<file path="config.mk">
export PLATFORM = sky130hd
export DESIGN_NAME = mem_stage_lsu
export DESIGN_NICKNAME = d
export VERILOG_FILES = /design/src/rtl/riscv_pkg.sv /design/src/rtl/lsu_align.sv /design/src/rtl/mem_stage_lsu.sv
export SDC_FILE = /design/constraint.sdc
export NUM_CORES = 1
export LEC_CHECK = 0
export BUFFER_PORTS_ARGS = -buffer_cell sky130_fd_sc_hd__buf_2
export CAP_MARGIN = 25
export CORE_MARGIN = 3
export CORE_UTILIZATION = 25
export CTS_CLUSTER_DIAMETER = 50
export DETAILED_ROUTE_END_ITERATION = 16
export PLACE_DENSITY = 0.54
export SLEW_MARGIN = 0
export SYNTH_ARGS = -nofsm -noshare
export SYNTH_HDL_FRONTEND = slang
export SYNTH_HIERARCHICAL = 1
export SYNTH_SLANG_ARGS = --single-unit
export TNS_END_PERCENT = 5
</file>
<file path="constraint.sdc">
create_clock -name clk -period 3.1 [get_ports clk]
set_input_delay 0.465 -clock clk [delete_from_list [all_inputs] [get_ports clk]]
set_output_delay 0.465 -clock clk [all_outputs]
set_load 0.02 [all_outputs]
</file>
<file path="src/rtl/riscv_pkg.sv">
// Shared RV32I pipeline definitions: funct3 access-size codes, LSU FSM states, datapath width.
package riscv_pkg;

    localparam int XLEN = 32;

    localparam logic [2:0] F3_B  = 3'b000;
    localparam logic [2:0] F3_H  = 3'b001;
    localparam logic [2:0] F3_W  = 3'b010;
    localparam logic [2:0] F3_BU = 3'b100;
    localparam logic [2:0] F3_HU = 3'b101;

    typedef enum logic [1:0] {
        IDLE   = 2'd0,
        ACCESS = 2'd1,
        DONE   = 2'd2
    } lsu_state_t;

endpackage

</file>
<file path="src/rtl/lsu_align.sv">
// Byte-lane steering for the LSU: byte enables and replicated store data, plus load lane select and extension.
module lsu_align
    import riscv_pkg::*;
(
    input  logic [2:0]      funct3,
    input  logic [1:0]      offset,
    input  logic [XLEN-1:0] store_data,
    input  logic [XLEN-1:0] load_raw,
    output logic [3:0]      be,
    output logic [XLEN-1:0] store_lanes,
    output logic [XLEN-1:0] load_data
);

    logic [7:0]  byte_sel;
    logic [15:0] half_sel;

    always_comb begin
        byte_sel = load_raw[7:0];
        case (offset)
            2'd1:    byte_sel = load_raw[15:8];
            2'd2:    byte_sel = load_raw[23:16];
            2'd3:    byte_sel = load_raw[31:24];
            default: byte_sel = load_raw[7:0];
        endcase
        half_sel = offset[1] ? load_raw[31:16] : load_raw[15:0];
    end

    // Undefined funct3 codes fall through to the word case.
    always_comb begin
        be          = 4'b1111;
        store_lanes = store_data;
        load_data   = load_raw;
        case (funct3)
            F3_B, F3_BU: begin
                be          = 4'b0001 << offset;
                store_lanes = {4{store_data[7:0]}};
                load_data   = (funct3 == F3_B) ? {{24{byte_sel[7]}}, byte_sel}
                                               : {24'h0, byte_sel};
            end
            F3_H, F3_HU: begin
                be          = offset[1] ? 4'b1100 : 4'b0011;
                store_lanes = {2{store_data[15:0]}};
                load_data   = (funct3 == F3_H) ? {{16{half_sel[15]}}, half_sel}
                                               : {16'h0, half_sel};
            end
            default: begin
                be          = 4'b1111;
                store_lanes = store_data;
                load_data   = load_raw;
            end
        endcase
    end

endmodule

</file>
<file path="src/rtl/mem_stage_lsu.sv">
// Memory-stage LSU: registered request/ready handshake to data memory, stalling the pipeline while busy.
// Optional MISALIGN_TRAP_EN: misaligned H/W accesses skip memory and flag misalign_M for one cycle.
module mem_stage_lsu #(
    parameter int XLEN  = 32,
    parameter int LANES = 4
) (
    input  logic             clk,
    input  logic             rst,
    input  logic             ctrl_mem_read_M,
    input  logic             ctrl_mem_write_M,
    input  logic [2:0]       funct3_M,
    input  logic [XLEN-1:0]  ALU_result_M,
    input  logic [XLEN-1:0]  write_data_M,
    output logic [XLEN-1:0]  data_memory_RD_M,
    output logic             stall_M,
    output logic             misalign_M,
    output logic             dmem_req,
    output logic             dmem_we,
    output logic [XLEN-1:0]  dmem_addr,
    output logic [XLEN-1:0]  dmem_wdata,
    output logic [LANES-1:0] dmem_be,
    input  logic             dmem_ready,
    input  logic [XLEN-1:0]  dmem_rdata,
    output logic [1:0]       lsu_state
);
    import riscv_pkg::*;

    localparam logic [1:0] S_IDLE   = IDLE;
    localparam logic [1:0] S_ACCESS = ACCESS;
    localparam logic [1:0] S_DONE   = DONE;

    // Handshake: dmem_req rises with address/data/be/we already valid and all of
    // them stay frozen until the cycle dmem_ready=1 is seen; that edge completes
    // the access and drops dmem_req. dmem_rdata is sampled only at that edge.

    logic [1:0]  state;
    logic [2:0]  f3_q;
    logic [1:0]  off_q;
    logic        load_q;
    logic        both_q;
    logic        mem_op;
    logic        trap;
    logic [3:0]  st_be;
    logic [31:0] st_wdata;
    logic [31:0] ld_data;
    logic [3:0]  ld_be_nc;
    logic [31:0] ld_wdata_nc;
    logic [31:0] st_load_nc;
    logic        unused_align;

    assign mem_op    = ctrl_mem_read_M | ctrl_mem_write_M;
    assign stall_M   = ((state == S_IDLE) & mem_op) | (state == S_ACCESS);
    assign lsu_state = state;

`ifdef MISALIGN_TRAP_EN
    logic is_byte;
    logic is_half;
    assign is_byte = (funct3_M == F3_B) | (funct3_M == F3_BU);
    assign is_half = (funct3_M == F3_H) | (funct3_M == F3_HU);
    assign trap    = (is_half & ALU_result_M[0]) |
                     (~is_byte & ~is_half & (ALU_result_M[1:0] != 2'b00));
`else
    assign trap = 1'b0;
`endif

    lsu_align u_store_align (
        .funct3      (funct3_M),
        .offset      (ALU_result_M[1:0]),
        .store_data  (write_data_M),
        .load_raw    (dmem_rdata),
        .be          (st_be),
        .store_lanes (st_wdata),
        .load_data   (st_load_nc)
    );

    // The load side uses the size/offset latched at issue, not the live M inputs.
    lsu_align u_load_align (
        .funct3      (f3_q),
        .offset      (off_q),
        .store_data  (32'h0),
        .load_raw    (dmem_rdata),
        .be          (ld_be_nc),
        .store_lanes (ld_wdata_nc),
        .load_data   (ld_data)
    );

    assign unused_align = ^{ld_be_nc, ld_wdata_nc, st_load_nc};

    always_ff @(posedge clk) begin
        if (rst) begin
            state            <= S_IDLE;
            dmem_req         <= 1'b0;
            dmem_we          <= 1'b0;
            dmem_addr        <= '0;
            dmem_wdata       <= '0;
            dmem_be          <= '0;
            data_memory_RD_M <= '0;
            misalign_M       <= 1'b0;
            f3_q             <= 3'b000;
            off_q            <= 2'b00;
            load_q           <= 1'b0;
            both_q           <= 1'b0;
        end else begin
            case (state)
                S_IDLE: begin
                    if (mem_op && trap) begin
                        misalign_M       <= 1'b1;
                        data_memory_RD_M <= '0;
                        state            <= S_DONE;
                    end else if (mem_op) begin
                        dmem_req   <= 1'b1;
                        dmem_we    <= ctrl_mem_write_M;
                        dmem_addr  <= {ALU_result_M[XLEN-1:2], 2'b00};
                        dmem_wdata <= st_wdata;
                        dmem_be    <= st_be;
                        f3_q       <= funct3_M;
                        off_q      <= ALU_result_M[1:0];
                        load_q     <= ctrl_mem_read_M & ~ctrl_mem_write_M;
                        both_q     <= ctrl_mem_read_M & ctrl_mem_write_M;
                        state      <= S_ACCESS;
                    end
                end
                S_ACCESS: begin
                    if (dmem_ready) begin
                        dmem_req <= 1'b0;
                        dmem_we  <= 1'b0;
                        if (load_q) begin
                            data_memory_RD_M <= ld_data;
                        end else if (both_q) begin
                            data_memory_RD_M <= '0;
                        end
                        state <= S_DONE;
                    end
                end
                S_DONE: begin
                    // The instruction is still on the M inputs here; going back to
                    // IDLE only after this cycle keeps it from being re-issued.
                    misalign_M <= 1'b0;
                    state      <= S_IDLE;
                end
                default: state <= S_IDLE;
            endcase
        end
    end

endmodule

</file>
==> results.yml, run 1 <==
timing:
  worst_pin_slew_ns: 0.811
  hold_slack_ns: 0.353
  fin_crit_ns: 2.20
  rsz0062_at_grt: "no"
  slew_headroom: 0.459
  fin_crit_sh: 0.709
  setup_viol: 0
  slew_viol_final: 0
  finalHoldViolations: 0
  tns_ns: 0
  max_freq_mhz: 455
  fin_skew_ns: 0.0165
cts:
  postCtsSetupRepairBufs: 0
  postCtsHoldBufs: 0
  root_buffer: "clkbuf_16"
  path_clk_slew_ns: 0.08
  clock_path_buffers: 2
  ctsResizeCount: 0
  htreeDepth: 3
  cts_tree: "yes"
  numClockSinks: 109
  clk_latency_ns: 0.36
  numCtsBuffers: 9
route:
  routed_wl_mm: 17.9
  antenna_left: 0
  dr.pass1.iters: 5
  drc: 0
  num_vias: 5146
  via_per_inst: 4.87
  drt_iter0_markers: 210
  wl_per_cell_um: 16.9
global_route:
  antenna_found_initial: 5
  grt_usage: 0.153
  grt_pass1_wl_mm: 27.4
  grt-ovfl-total: 0
  grt_max_degree: 72
  grt_pass1_vias: 4897
job:
  max-cap-violations: 0
hold_path:
  hold_path.class: "primary input to flop"
worst_setup_path:
  start_kind: "flop"
  cp.required_ns: 2.63
  crit_type: "flop to primary output"
  path_max_fanout: 22
  end_kind: "primary output"
  rrSetupSlack_ns: 0.91
  cp.arrival_ns: 1.73
floorplanning:
  die_w_um: 150
  io_pins: 210
  fp.dieArea_um2: 22600
  core_area_um2: 20400
  die_h_um: 150
  initial_core_util: 0.256
  rows: 52
cells_and_area:
  layout.nets: 885
  drive_gt1_frac: 0.329
  multi_input_area_um2: 2560
  fin_cells: 1057
  fillCellCount: 2235
  regArea_um2: 2180
  syn_to_final_growth_pct: 26.0
placed_design:
  dp_hpwl_mm: 12.4
  dp_cells: 1040
  place.port_buffers: 206
  gp_congestion: 0.813
pwr:
  leakagePower_nw: 2.98
  ir_worst_vdd_v: 0.000332
  power.density_nw_per_um2: 549
synth:
  netlist_area_um2: 5210
  yosys_warnings: 6
  avgSynthCellArea_um2: 8.19
  syn_inst: 636
status:
  run_status: "complete, no violations"
[metal layers]
layer  wire length [um]  vias to the layer above  track usage  part of all wire
met1               7840                     2406        0.197              0.44
met3               1440                       22       0.0515             0.080
met2               8360                      173        0.245              0.47
li1                   -                     2537            -                 -
met5                 49                        -            0            0.0027
met4                214                        8       0.0398             0.012
[report_power, final]
| group | internal [W] | switching (W) | total [W] |
|---|---|---|---|
| combinational | 0.000290 | 0.000506 | 0.000796 |
| clock | 0.000714 | 0.000550 | 0.00126 |
| sequential | 0.00149 | 0.0000570 | 0.00155 |
[critical path, stage by stage, from the launching register on]
cell,delay [ns]
dfxtp_1,0.41
nor2_4,0.52
nand2_1,0.18
nand2_1,0.10
buf_2,0.17
[flip-flops by register name (all words and copies together) (netlist names)]
register          count
dmem_we               1
both_q                1
dmem_be               4
dmem_addr            30
load_q                1
lsu_state             2
data_memory_RD_M     32
off_q                 2
dmem_wdata           32
dmem_req              1
f3_q                  3
[metrics by stage]
step / util / total power, W / instance area (um^2) / setup slack [ns]
6_report: 0.322 / 0.00361 / 6560 / 0.902
5_1_grt: 0.322 / 0.00380 / 6560 / 0.709
4_1_cts: 0.322 / 0.00367 / 6560 / 0.845
3_5_place_dp: 0.306 / 0.00238 / 6240 / 0.921
3_3_place_gp: 0.306 / 0.00238 / 6240 / 0.961
2_1_floorplan: - / 0.00212 / 5220 / 1.41
[worst paths after layout]
kind / startpoint / end / cells after the start
setup / recovery: lsu_state[0] / stall_M / 4
hold / removal: ALU_result_M[2] / dmem_addr[2] / 3
setup reg to reg: off_q[1] / data_memory_RD_M[31] / 5
hold reg to reg: dmem_req / dmem_req / 2
[cells in the final DEF, fill, tap and decap left out, drive strengths merged, types with 7 or more instances in the layout]
master,instances
o21ai,90
inv,8
a221o,7
a21oi,95
mux2i,8
nand2,47
nor2,34
a22o,32
nand3,73
dfxtp,109
clkbuf,9
buf,217
mux2,9
[layout make-up]
| cell class | count | share of cell area |
|---|---|---|
| Timing Repair Buffer | 217 | 0.173 |
| Clock inverter | 6 | 0.0145 |
| Multi-Input combinational cell | 438 | 0.390 |
| Antenna cell | 2 | 0.000762 |
| Inverter | 6 | 0.00343 |
| Sequential cell | 109 | 0.332 |
| Tap cell | 270 | 0.0515 |
| Clock buffer | 9 | 0.0343 |
Note: power is estimated with default switching activity, not from simulation.
==> run 2, diff against run 1 <==
Settings changed: ABC_AREA set to 1, PLACE_DENSITY 0.54 to 0.56.
Clock period 3.1 ns to 1.8 ns, I/O delays scaled along.
==> run 2 against run 1 <==
Net effect: area after synthesis up 5.1%; via count up 8.5%; register-to-register slack worse by 0.76 ns; sequential cell count unchanged; design area up 4.9%; critical path depth up 3; utilization up 0.11 points; critical path type is now flop to flop; largest cell class unchanged; largest power group unchanged.
==> results.yml, run 2 <==
route:
  via_per_inst: 4.60
  wl_met2_mm: 8.47
  num_vias: 5584
  met3WireLength_mm: 1.62
  drc: 0
  routedLengthMet1_mm: 7.96
  antenna_left: 0
  highest_layer: "met4"
  wl_per_cell_um: 15.1
  routed_wl_mm: 18.3
  drt_iter0_markers: 322
  dr.pass1.iters: 5
cells_and_area:
  fin_cells: 1214
  layout_common_cells: "buf_2, nand2_1, nor2_1, dfxtp_1, o21ai_0"
  final_common_cell: "buf_2"
  stdcell_area_um2: 6880
  fillCellCount: 2372
  layout.nets: 1038
  reg.largest.list: "data_memory_RD_M (32), dmem_wdata (32), dmem_addr (30)"
  antennaDiodeCount: 0
  drive_gt1_frac: 0.312
  syn_to_final_growth_pct: 25.7
floorplanning:
  rows: 53
  core_area_um2: 21300
  io_pins: 210
  initial_core_util: 0.257
  die_w_um: 154
  fp.dieArea_um2: 23700
  die_h_um: 154
timing:
  slew_viol_final: 0
  tns_ns: 0
  fin_crit_ns: 1.65
  max_freq_mhz: 605
  fin_skew_ns: 0.00848
  fin_crit_sh: 0.919
  setup_viol: 0
  rsz0062_at_grt: "no"
  finalHoldViolations: 0
cts:
  clk_latency_ns: 0.36
  cts_tree: "yes"
  path_clk_slew_ns: 0.08
  htreeDepth: 3
  clock_path_buffers: 2
  numClockSinks: 109
  postCtsHoldBufs: 0
  root_buffer: "clkbuf_16"
  numCtsBuffers: 9
placed_design:
  place.port_buffers: 206
  dp_hpwl_mm: 13.1
  placed_area_um2: 6530
  gp_congestion: 0.896
  dp_cells: 1196
synth:
  avgSynthCellArea_um2: 7.11
  yosys_warnings: 6
  netlist_area_um2: 5480
  syn_inst: 770
worst_setup_path:
  end_kind: "flop"
  rrSetupSlack_ns: 0.15
  endpoint: "data_memory_RD_M[11]"
  cp.required_ns: 2.08
  path_max_fanout: 6
  crit_path_start: "f3_q[1]"
  worst_r2r_path_depth: 7
  r2r-end: "data_memory_RD_M[11]"
  start_kind: "flop"
  rr_startpoint: "f3_q[1]"
  cp.arrival_ns: 1.94
  crit_type: "flop to flop"
global_route:
  grt_max_degree: 72
  grt_pass1_vias: 5327
  antenna_found_initial: 0
  grt-ovfl-total: 0
  grt_usage: 0.148
  grt_pass1_wl_mm: 28.6
pwr:
  ir_worst_vdd_v: 0.000518
  leakagePower_nw: 3.36
  power.density_nw_per_um2: 956
hold_path:
  hold_path.class: "primary input to flop"
job:
  max-cap-violations: 0
status:
  run_status: "complete, no violations"
[run 2: area by class of cell]
type,count,area [um^2],area share
Timing Repair Buffer,225,1220,0.178
Inverter,30,121,0.0176
Clock inverter,7,90.1,0.0131
Tap cell,275,344,0.0500
Clock buffer,9,225,0.0327
Multi-Input combinational cell,559,2700,0.392
Sequential cell,109,2180,0.317
[run 2: how the worst min path moves through the flow]
| stage | from | endpoint | slack, ns | depth (start not counted) |
|---|---|---|---|---|
| after global routing | ALU_result_M[19] | dmem_addr[19] | 0.14 | 3 |
| after floorplan | ctrl_mem_read_M | both_q | 0.41 | 2 |
| after detailed placement | data_memory_RD_M[22] | data_memory_RD_M[22] | 0.45 | 2 |
| final | ALU_result_M[12] | dmem_addr[12] | 0.14 | 3 |
| after CTS | ALU_result_M[12] | dmem_addr[12] | 0.13 | 3 |
| after global placement | data_memory_RD_M[14] | data_memory_RD_M[14] | 0.45 | 2 |
[run 2: routing by layer]
metal	up-vias	track usage
met1	2537	0.191
met2	218	0.241
met5	-	0
li1	2813	-
met4	0	0.0307
met3	16	0.0521
[run 2: power by group]
group          switching (W)  internal [W]
sequential          0.000113       0.00261
combinational        0.00114      0.000585
clock                0.00102       0.00112
total                0.00227       0.00431
[run 2: critical path, cell delays in order (launching register included)]
cell and delay [ns]:
dfxtp_1 0.41, nor2_8 0.19, inv_2 0.08, a21oi_4 0.25, nand3_2 0.27, nand3_2 0.12
nand4_1 0.09, a21oi_1 0.17
[run 2: through the flow]
| stage | setup slack (ns) | utilization | power (W) | hold slack (ns) |
|---|---|---|---|---|
| after floorplan | 0.380 | - | 0.00399 | 0.413 |
| final | 0.146 | 0.323 | 0.00658 | 0.145 |
| after CTS | 0.0763 | 0.322 | 0.00666 | 0.128 |
| after global placement | 0.129 | 0.307 | 0.00448 | 0.445 |
| after detailed placement | 0.101 | 0.307 | 0.00449 | 0.453 |
| after global routing | 0.0190 | 0.323 | 0.00699 | 0.138 |
[run 2: what timing repair did]
item	4_1_cts	5_1_grt
endpoints found under the setup margin	0	25
gates resized for setup	0	4
hold endpoints to repair	0	0
setup buffers	0	0
==> run 3, diff against run 2 <==
Settings changed: MAX_ROUTING_LAYER set to met4, PLACE_DENSITY 0.56 to 0.54, RECOVER_POWER set to 25.
Clock period 1.8 ns to 2.1 ns, I/O delays scaled along.
==> run 3 against run 2 <==
Net effect: first-iteration DRC count is 3.4% lower; register-to-register slack better by 0.19 ns; critical path type unchanged; design area shrank 2.8%; utilization shrank 0.91 points; die area is the same; worst hold slack improved by 0.033 ns.
==> results.yml, run 3 (same netlist as run 2, synthesis figures left out) <==
floorplanning:
  initial_core_util: 0.257
  core_area_um2: 21300
  rows: 53
  fp.dieArea_um2: 23700
  die_w_um: 154
  die_h_um: 154
  io_pins: 210
placed_design:
  dp_slack_ns: 0.340
  gp_congestion: 0.941
  place.port_buffers: 206
  dp_hpwl_mm: 13.3
global_route:
  antenna_found_initial: 0
  grt.busiest_layer: "met2"
  grt-ovfl-total: 0
  grt_usage: 0.153
  grt_max_degree: 50
  met2_usage: 0.240
  grt_pass1_vias: 5324
  use_met1: 0.196
  grt_use_met3: 0.0383
  grt_pass1_wl_mm: 28.5
cts:
  postCtsHoldBufs: 0
  clock_path_buffers: 2
  root_buffer: "clkbuf_16"
  clk_latency_ns: 0.37
  ctsResizeCount: 0
  path_clk_slew_ns: 0.09
  postCtsSetupRepairBufs: 0
  numCtsBuffers: 9
  numClockSinks: 109
  htreeDepth: 3
  cts_tree: "yes"
timing:
  finalHoldViolations: 0
  hold_slack_ns: 0.178
  fin_crit_ns: 1.76
  fin_crit_sh: 0.839
  max_freq_mhz: 567
  fin_skew_ns: 0.0114
  setup_viol: 0
  rsz0062_at_grt: "no"
  slew_viol_final: 0
  worst_slack_ns: 0.337
  tns_ns: 0
route:
  wl_per_cell_um: 15.2
  antenna_left: 0
  drc: 0
  drt_iter0_markers: 311
  routed_wl_mm: 18.3
  via_per_inst: 4.61
  dr.pass1.iters: 4
  num_vias: 5573
job:
  max-cap-violations: 0
worst_setup_path:
  start_kind: "flop"
  crit_path_max_incr_delay_ns: 0.40
  crit_type: "flop to flop"
  cp.arrival_ns: 2.05
  crit_buf_inv: 1
  worst_r2r_path_depth: 7
  path_max_fanout: 24
  path_cells: "nor2_8 > inv_2 > a21oi_4 > nand3_4 > nand3_1 > nand4_1 > a21oi_1"
  crit_family: "simple AND/OR/NAND/NOR gates"
  crit_slowest_cell: "dfxtp_1"
  rr_startpoint: "f3_q[1]"
  r2r-end: "data_memory_RD_M[29]"
  end_kind: "flop"
  rrSetupSlack_ns: 0.34
  cp.required_ns: 2.39
hold_path:
  hold_path.class: "primary input to flop"
  hold_path_depth: 3
  worstHoldEndpoint: "dmem_addr[13]"
  hold_start: "ALU_result_M[13]"
cells_and_area:
  syn_to_final_growth_pct: 22.2
  layout.nets: 1032
  drive_gt1_frac: 0.252
  layout_common_cells: "nand2_1, buf_2, nor2_1, dfxtp_1, o21ai_0"
  antennaDiodeCount: 0
  final_common_cell: "nand2_1"
  reg.largest.list: "data_memory_RD_M (32), dmem_wdata (32), dmem_addr (30)"
  fin_util: 0.314
pwr:
  leakagePower_nw: 3.13
  power.density_nw_per_um2: 822
  ir_worst_vdd_v: 0.000346
status:
  run_status: "complete, no violations"
==> run 3: how the worst max path moves through the flow <==
stage | from | endpoint | slack (ns) | cells past startpoint
final | f3_q[1] | data_memory_RD_M[29] | 0.34 | 7
after global routing | f3_q[1] | data_memory_RD_M[29] | 0.17 | 7
after CTS | f3_q[1] | data_memory_RD_M[29] | 0.31 | 7
after detailed placement | f3_q[1] | data_memory_RD_M[29] | 0.34 | 7
after global placement | f3_q[1] | data_memory_RD_M[29] | 0.37 | 7
after floorplan | lsu_state[1] | stall_M | 0.63 | 4
==> run 3: final cells by class <==
class                           count  area [um^2]
Tap cell                          275          344
Inverter                           30          118
Multi-Input combinational cell    557         2650
Clock inverter                      7         71.3
Sequential cell                   109         2180
Fill cell                        2452        14600
Timing Repair Buffer              221         1100
Clock buffer                        9          225
==> run 3: worst reg2reg max path: stages (launching register included) <==
cell and delay, ns:
dfxtp_1 0.40, nor2_8 0.21, inv_2 0.09, a21oi_4 0.15, nand3_4 0.35, nand3_1 0.22
nand4_1 0.11, a21oi_1 0.15
==> run 3: layer usage <==
layer  vias to the layer above  part of all wire  routed length, um
li1                       2797                 -                  -
met3                        21             0.078               1430
met1                      2542              0.44               8070
met5                         -                 0                  0
met4                         0             0.019                339
met2                       213              0.46               8480
==> run 3: per-stage QoR <==
step           instances  area (um^2)  power [W]
2_1_floorplan        772         5480    0.00342
3_3_place_gp        1192         6460    0.00382
3_5_place_dp        1192         6460    0.00382
4_1_cts             1208         6760    0.00563
5_1_grt             1208         6690    0.00583
6_report            1208         6690    0.00550
==> run 3: where the power goes <==
part	switching, W	total, W	internal (W)
registers	0.000100	0.00234	0.00224
clock network	0.000919	0.00177	0.000852
logic	0.000950	0.00140	0.000445
total	0.00197	0.00550	0.00353
